**config.mk**
```make
export PLATFORM = sky130hd
export DESIGN_NAME = game_state_fsm
export DESIGN_NICKNAME = d
export VERILOG_FILES = /design/src/rtl/game_state_fsm.sv
export SDC_FILE = /design/constraint.sdc
export NUM_CORES = 1
export LEC_CHECK = 0
export BUFFER_PORTS_ARGS = -buffer_cell sky130_fd_sc_hd__buf_2
export CAP_MARGIN = 40
export CORE_MARGIN = 2
export CORE_UTILIZATION = 60
export DETAILED_ROUTE_END_ITERATION = 8
export PLACE_DENSITY = 0.92
export SLEW_MARGIN = 20
export SYNTH_ARGS = -nofsm -noshare
export SYNTH_HDL_FRONTEND = slang
export SYNTH_SLANG_ARGS = --single-unit
```
**constraint.sdc**
```tcl
create_clock -name clock -period 6.1 [get_ports clock]
set_input_delay 0.305 -clock clock [delete_from_list [all_inputs] [get_ports clock]]
set_output_delay 0.305 -clock clock [all_outputs]
set_load 0.02 [all_outputs]
```
**src/rtl/game_state_fsm.sv**
```systemverilog
// ============================================================================
// Module      : game_state_fsm
// Description : Game-flow controller for N players. Walks through a start
//               menu, a timed initialisation phase and a sample/move run
//               loop with pause. Each player has a clamped 12-bit X/Y
//               position. Also produces the game tick and a one-cycle update
//               strobe for the render/sprite path.
// Config      : `define ROUND_TIMER_EN adds a round timer that ends the game
//               (state OVER) after ROUND_TICKS run ticks. Without it, OVER
//               cannot be reached and game_over is tied low.
// Ports       : clock     - system clock
//               reset     - synchronous, active-high reset
//               controls  - player i control field at [i*CTRL_W +: CTRL_W]
//                           bit0 up, bit1 down, bit2 left, bit3 right,
//                           bit4 start
//               tick      - one-cycle pulse every TICK_DIV cycles
//               update    - one-cycle strobe when moves are applied
//               state     - current FSM state code
//               pos_x     - player i X at [i*12 +: 12]
//               pos_y     - player i Y at [i*12 +: 12]
//               game_over - high while in state OVER
// Revision    : 1.0 - initial release
// ============================================================================
`default_nettype none

module game_state_fsm #(
  parameter int NUM_PLAYERS = 2,
  parameter int CTRL_W      = 9,
  parameter int TICK_DIV    = 2701000,
  parameter int INIT_TICKS  = 12,
  parameter int STEP        = 4,
  parameter int X_MAX       = 1279,
  parameter int Y_MAX       = 1023,
  parameter int ROUND_TICKS = 2400
) (
  input  logic                          clock,
  input  logic                          reset,
  input  logic [NUM_PLAYERS*CTRL_W-1:0] controls,
  output logic                          tick,
  output logic                          update,
  output logic [2:0]                    state,
  output logic [NUM_PLAYERS*12-1:0]     pos_x,
  output logic [NUM_PLAYERS*12-1:0]     pos_y,
  output logic                          game_over
);

  localparam logic [2:0] c_st_menu   = 3'd0;
  localparam logic [2:0] c_st_init   = 3'd1;
  localparam logic [2:0] c_st_pause  = 3'd2;
  localparam logic [2:0] c_st_sample = 3'd3;
  localparam logic [2:0] c_st_move   = 3'd4;
  localparam logic [2:0] c_st_over   = 3'd5;

  localparam int c_cnt_w  = $clog2(TICK_DIV);
  localparam int c_init_w = $clog2(INIT_TICKS + 1);

  localparam logic [c_cnt_w-1:0]  c_cnt_last  = c_cnt_w'(TICK_DIV - 1);
  localparam logic [c_init_w-1:0] c_init_last = c_init_w'(INIT_TICKS);

  // Movement arithmetic is done in 13 bits so that neither the decrement
  // below zero nor the increment past the limit can wrap.
  localparam logic [12:0] c_step  = 13'(STEP);
  localparam logic [12:0] c_x_max = 13'(X_MAX);
  localparam logic [12:0] c_y_max = 13'(Y_MAX);

  function automatic logic [NUM_PLAYERS*12-1:0] spawn_x_vec();
    logic [NUM_PLAYERS*12-1:0] v;
    v = '0;
    for (int i = 0; i < NUM_PLAYERS; i++) begin
      v[i*12 +: 12] = 12'((i + 1) * X_MAX / (NUM_PLAYERS + 1));
    end
    return v;
  endfunction

  localparam logic [NUM_PLAYERS*12-1:0] c_spawn_x = spawn_x_vec();
  localparam logic [NUM_PLAYERS*12-1:0] c_spawn_y = {NUM_PLAYERS{12'(Y_MAX / 2)}};

  // One axis of motion: opposing requests cancel, otherwise step and clamp.
  function automatic logic [11:0] step_axis(input logic [11:0] p,
                                            input logic        dec,
                                            input logic        inc,
                                            input logic [12:0] lim);
    logic [12:0] w;
    logic [11:0] r;
    w = {1'b0, p};
    r = p;
    if (dec && !inc) begin
      r = (w < c_step) ? 12'd0 : 12'(w - c_step);
    end else if (inc && !dec) begin
      r = (w > lim - c_step) ? lim[11:0] : 12'(w + c_step);
    end
    return r;
  endfunction

  logic [2:0]                state_q, state_d;
  logic [c_cnt_w-1:0]        cnt_q, cnt_d;
  logic                      tick_q, tick_d;
  logic                      update_q, update_d;
  logic                      start_prev_q, start_prev_d;
  logic [c_init_w-1:0]       init_q, init_d;
  logic [NUM_PLAYERS*4-1:0]  buf_q, buf_d;
  logic [NUM_PLAYERS*12-1:0] pos_x_q, pos_x_d;
  logic [NUM_PLAYERS*12-1:0] pos_y_q, pos_y_d;

  logic [NUM_PLAYERS-1:0]    w_start_bits;
  logic                      w_start_any;
  logic                      w_start_edge;
  logic                      w_init_done;
  logic                      w_round_end;
  logic                      w_unused_ctrl;

  generate
    for (genvar g = 0; g < NUM_PLAYERS; g++) begin : g_player
      assign w_start_bits[g] = controls[g*CTRL_W + 4];
    end
  endgenerate

  assign w_start_any   = |w_start_bits;
  assign w_start_edge  = w_start_any & ~start_prev_q;
  assign w_init_done   = tick_q && ((init_q + c_init_w'(1)) == c_init_last);
  // Control bits above start carry no meaning for this block.
  assign w_unused_ctrl = ^controls;

`ifdef ROUND_TIMER_EN
  localparam int c_round_w = $clog2(ROUND_TICKS + 1);
  localparam logic [c_round_w-1:0] c_round_last = c_round_w'(ROUND_TICKS);

  logic [c_round_w-1:0] round_q, round_d;
  logic                 w_round_run;

  // Round time only advances while the game is actually running.
  assign w_round_run = tick_q && ((state_q == c_st_sample) || (state_q == c_st_move));
  assign w_round_end = w_round_run && ((round_q + c_round_w'(1)) == c_round_last);
  assign game_over   = (state_q == c_st_over);

  always_comb begin
    round_d = round_q;
    if ((state_q == c_st_init) && w_init_done) begin
      round_d = '0;
    end else if (w_round_run) begin
      round_d = round_q + c_round_w'(1);
    end
  end

  always_ff @(posedge clock) begin
    if (reset) begin
      round_q <= '0;
    end else begin
      round_q <= round_d;
    end
  end
`else
  logic w_unused_round;

  assign w_round_end    = 1'b0;
  assign game_over      = 1'b0;
  assign w_unused_round = (ROUND_TICKS > 0);
`endif

  always_comb begin
    state_d      = state_q;
    update_d     = 1'b0;
    start_prev_d = w_start_any;
    init_d       = init_q;
    buf_d        = buf_q;
    pos_x_d      = pos_x_q;
    pos_y_d      = pos_y_q;

    // Free-running divider; tick_q is high the cycle after the terminal count.
    tick_d = (cnt_q == c_cnt_last);
    cnt_d  = tick_d ? '0 : cnt_q + c_cnt_w'(1);

    case (state_q)
      c_st_menu: begin
        if (w_start_edge) begin
          pos_x_d = c_spawn_x;
          pos_y_d = c_spawn_y;
          init_d  = '0;
          state_d = c_st_init;
        end
      end
      c_st_init: begin
        if (tick_q) begin
          init_d = init_q + c_init_w'(1);
          if (w_init_done) begin
            state_d = c_st_sample;
          end
        end
      end
      c_st_sample: begin
        if (w_round_end) begin
          state_d = c_st_over;
        end else if (w_start_edge) begin
          state_d = c_st_pause;
        end else begin
          for (int i = 0; i < NUM_PLAYERS; i++) begin
            buf_d[i*4 +: 4] = controls[i*CTRL_W +: 4];
          end
          state_d = c_st_move;
        end
      end
      c_st_move: begin
        // Round end beats pause, and pause beats a coincident move tick.
        if (w_round_end) begin
          state_d = c_st_over;
        end else if (w_start_edge) begin
          state_d = c_st_pause;
        end else if (tick_q) begin
          for (int i = 0; i < NUM_PLAYERS; i++) begin
            pos_x_d[i*12 +: 12] = step_axis(pos_x_q[i*12 +: 12], buf_q[i*4 + 2],
                                            buf_q[i*4 + 3], c_x_max);
            pos_y_d[i*12 +: 12] = step_axis(pos_y_q[i*12 +: 12], buf_q[i*4 + 0],
                                            buf_q[i*4 + 1], c_y_max);
          end
          update_d = 1'b1;
          state_d  = c_st_sample;
        end
      end
      c_st_pause: begin
        if (w_start_edge) begin
          state_d = c_st_sample;
        end
      end
      c_st_over: begin
`ifdef ROUND_TIMER_EN
        if (w_start_edge) begin
          state_d = c_st_menu;
        end
`else
        state_d = c_st_menu;
`endif
      end
      default: begin
        state_d = c_st_menu;
      end
    endcase
  end

  always_ff @(posedge clock) begin
    if (reset) begin
      state_q      <= c_st_menu;
      cnt_q        <= '0;
      tick_q       <= 1'b0;
      update_q     <= 1'b0;
      start_prev_q <= 1'b0;
      init_q       <= '0;
      buf_q        <= '0;
      pos_x_q      <= c_spawn_x;
      pos_y_q      <= c_spawn_y;
    end else begin
      state_q      <= state_d;
      cnt_q        <= cnt_d;
      tick_q       <= tick_d;
      update_q     <= update_d;
      start_prev_q <= start_prev_d;
      init_q       <= init_d;
      buf_q        <= buf_d;
      pos_x_q      <= pos_x_d;
      pos_y_q      <= pos_y_d;
    end
  end

  assign tick   = tick_q;
  assign update = update_q;
  assign state  = state_q;
  assign pos_x  = pos_x_q;
  assign pos_y  = pos_y_q;

endmodule

`default_nettype wire

```
==> reports/results.md <==
| Metric | Reported |
|:---|:---|
| Clock network latency to the later pin of the worst-skew pair | 370 ps |
| Non-filler cells, final | 842 |
| Number of buffers added for setup after CTS | 0 |
| Die boundary width | 98.8 µm |
| Hold bufs inserted after CTS | 0 |
| Final Critical Period | 2560 ps |
| Pin count of the biggest net entering global routing | 41 |
| Clock sinks | 85 |
| Type of the worst setup path | flop to flop |
| Max Fanout on Critical Path | 8 |
| Arrival @ worst endpoint | 2810 ps |
| Maximum level of the CTS H-tree | 3 |
| Last weighted congestion value of the routability-driven placer | 0.944 |
| Fraction of layout cells with a size suffix above 1 | 0.140 |
| Crit path max-delay cell type | nor3b_1 |
| Power per standard cell area | 194 nW/µm² |
| Via count of the first global-routing pass | 4897 |
| Number of register bits inferred by synthesis | 85 |
| Combinational share of power | 0.115 |
| Biggest area consumer among synthesized cells | dfxtp_1 |
| Power after layout | 1.14 mW |
| Starting DRC count in detailed routing | 676 |
| Switching share of power | 0.290 |
| Die outline height | 98.8 µm |
| Startpoint type of the worst setup path | flop |
| Final hold violation count | 0 |
| Grt ovf | 0 |
| Clock Skews | 8.57 ps |
| Net count, final | 767 |
| Ys async rst share | 0 |
| Resized cells post-CTS | 0 |
| Slew at the pin closest to its max-slew limit | 826 ps |
| First-pass GRT wire length | 22900 µm |
| Boundary pin count | 74 |
| Maximum clock rate | 391 MHz |
| Max cap viols | 0 |
| Hpwl dp | 9690 µm |
| Outcome | finished, final reports clean |
| Area fraction of the dominant cell type after synthesis | 0.316 |
| Via Count | 5549 |
| CP max stage delay | 560 ps |
| Number of warnings reported in the yosys synthesis log | 0 |
| Cells after Synth | 694 |
| Routed len/inst | 16.6 µm |
| Number of standard-cell rows in the floorplan | 34 |
| Number of buffers on the longest clock path | 2 |
| Design internal power | 0.808 mW |
| Antenna diodes | 0 |
| DRC violations left | 0 |
| Post-Synthesis Cell Area | 5390 µm² |
| Inst Count DP | 826 |
| Normalized max-slew margin | 0.447 |
| Most used standard cells in the synthesized netlist | 92 x nor2_1, 85 x dfxtp_1, 55 x nand2_1, 38 x a21oi_1, 32 x o21ai_0 |
| Per-instance average area after synthesis | 7.76 µm² |
| Clock-pin slew of the registers on the worst-case setup and hold paths | 100 ps |
| Switching power total | 0.330 mW |
| Initial cell density of the core | 0.618 |
| Global routing usage summed across all routing layers | 0.279 |
| Depth of the worst hold-timing path | 3 |
| Ys flop type | dfxtp_1 |
| Class of the tightest hold or removal check | input pin to flop |
| Required time worst endpoint | 6360 ps |
| Netlist cell types | 78 |
| Count of flip-flops with a built-in enable after synthesis | 0 |
| CTS tree | done |
| Endpoint type of the worst setup path | flop |
| Final Cycle Share | 0.419 |
| Static Leak | 2.17 nW |
| R2R cell count | 7 |
| Flop pwr share | 0.510 |
| WL final | 13900 µm |
| Count leader, synth | nor2_1 |
| Number of buffers inserted by port buffering | 64 |
| Biggest area contributors in the synthesized netlist | dfxtp_1 32%, nor2_1 6.4%, ha_1 4.2% |
| Root Driver | clkbuf_8 |
| Number of buffers added by the clock tree synthesis step | 9 |
| RSZ-0062 raised after global routing | no |
| Count of final setup violators | 0 |
| Sequential fraction of the synthesis area | 0.316 |
| Setup tns final | 0 ps |
| CORE AREA | 8720 µm² |
| Total iterations of the first detailed-routing run | 5 |
| Clock share of power | 0.374 |
| Die footprint | 9750 µm² |
| Via-per-instance ratio | 6.59 |
| Initial antenna violation count | 0 |
| Number of pins with negative max-slew slack in the final report | 0 |
| Crit path cell chain | inv_1 > ha_1 > nor3b_1 > nand4_1 > nor2_1 > a2111oi_0 > a311o_1 |
| IR Drop Worst-Case VDD | 0.175 mV |
| Final ANT Viol Nets | 0 |
| Growth of design area from synthesis to finish | 9.13% |
| Net Count, Synth | 732 |
==> cells in the final DEF, fill, tap and decap left out, types with 10 or more instances in the layout <==
master	Yosys	routed
a21oi_1	38	38
a31oi_1	10	10
and3_1	10	10
buf_2	5	64
dfxtp_1	85	85
ha_1	18	18
inv_1	29	29
mux2i_1	12	12
nand2_1	55	55
nand3_1	27	27
nand4_1	15	15
nor2_1	92	92
nor3_1	24	24
nor4_1	12	12
o21ai_0	32	32
o31ai_1	10	10
xnor2_1	17	17
xor2_1	14	14
==> flip-flops by register name, indices dropped and copies added (netlist names) <==
register and flops:
pos_x 23, cnt_q 22, pos_y 22, buf_q 8
init_q 4, state 3, start_prev_q 1, tick 1
update 1
==> power by group through the flow <==
| stage | logic, mW | registers, mW | clock network, mW |
|---|---|---|---|
| global placement | 0.122 | 0.592 | 0 |
| CTS | 0.129 | 0.580 | 0.437 |
| finish | 0.131 | 0.581 | 0.426 |
| global route | 0.144 | 0.583 | 0.458 |
| floorplan | 0.0945 | 0.593 | 0 |
| detailed placement | 0.128 | 0.593 | 0 |
==> final timing paths <==
kind / start / slack (ps) / endpoint
max: pos_y[2] / 3540 / pos_y[9]
min: controls[12] / 200 / buf_q[7]
max reg2reg: pos_y[2] / 3540 / pos_y[9]
min reg2reg: cnt_q[0] / 450 / cnt_q[0]
==> metal layers <==
metal	GRT usage	part of all wire
met2	0.442	0.47
met1	0.375	0.42
met4	0.0938	0.022
met3	0.0660	0.092
met5	0	0
==> cell type report <==
| class | instances | area (µm²) |
|---|---|---|
| Multi-Input combinational cell | 538 | 3380 |
| Fill cell | 704 | 2840 |
| Sequential cell | 85 | 1700 |
| Timing Repair Buffer | 66 | 339 |
| Tap cell | 108 | 135 |
| Clock buffer | 9 | 124 |
| Inverter | 29 | 109 |
| Clock inverter | 7 | 91.3 |
==> through the flow <==
step	setup slack, ps	cell area (µm²)	utilization	hold slack (ps)
6_report	3540	5880	0.674	200
4_1_cts	3600	5880	0.674	180
5_1_grt	3290	5880	0.674	185
3_3_place_gp	3720	5650	0.648	423
3_5_place_dp	3630	5660	0.649	432
2_1_floorplan	3950	5390	-	413
==> worst max-delay path, delay by kind of cell, from the launching register on <==
kind | cells | cell delay [ps]
simple gates | 3 | 1230
buf+inv | 1 | 130
compound gates | 2 | 470
fa+ha+maj | 1 | 210
flops | 1 | 410
==> kinds of logic after synthesis <==
kind of cell	count (synthesis)	share of synthesized area
AND/OR/NAND/NOR	304	0.293
AO/OA/AOI/OAI	171	0.217
flip-flops	85	0.316
buffers and inverters	71	0.0569
XOR/XNOR	31	0.0504
adder cells (fa/ha/maj)	18	0.0418
multiplexers	13	0.0244
other	1	0.000696
No activity file was read; power rests on OpenSTA's default activity.
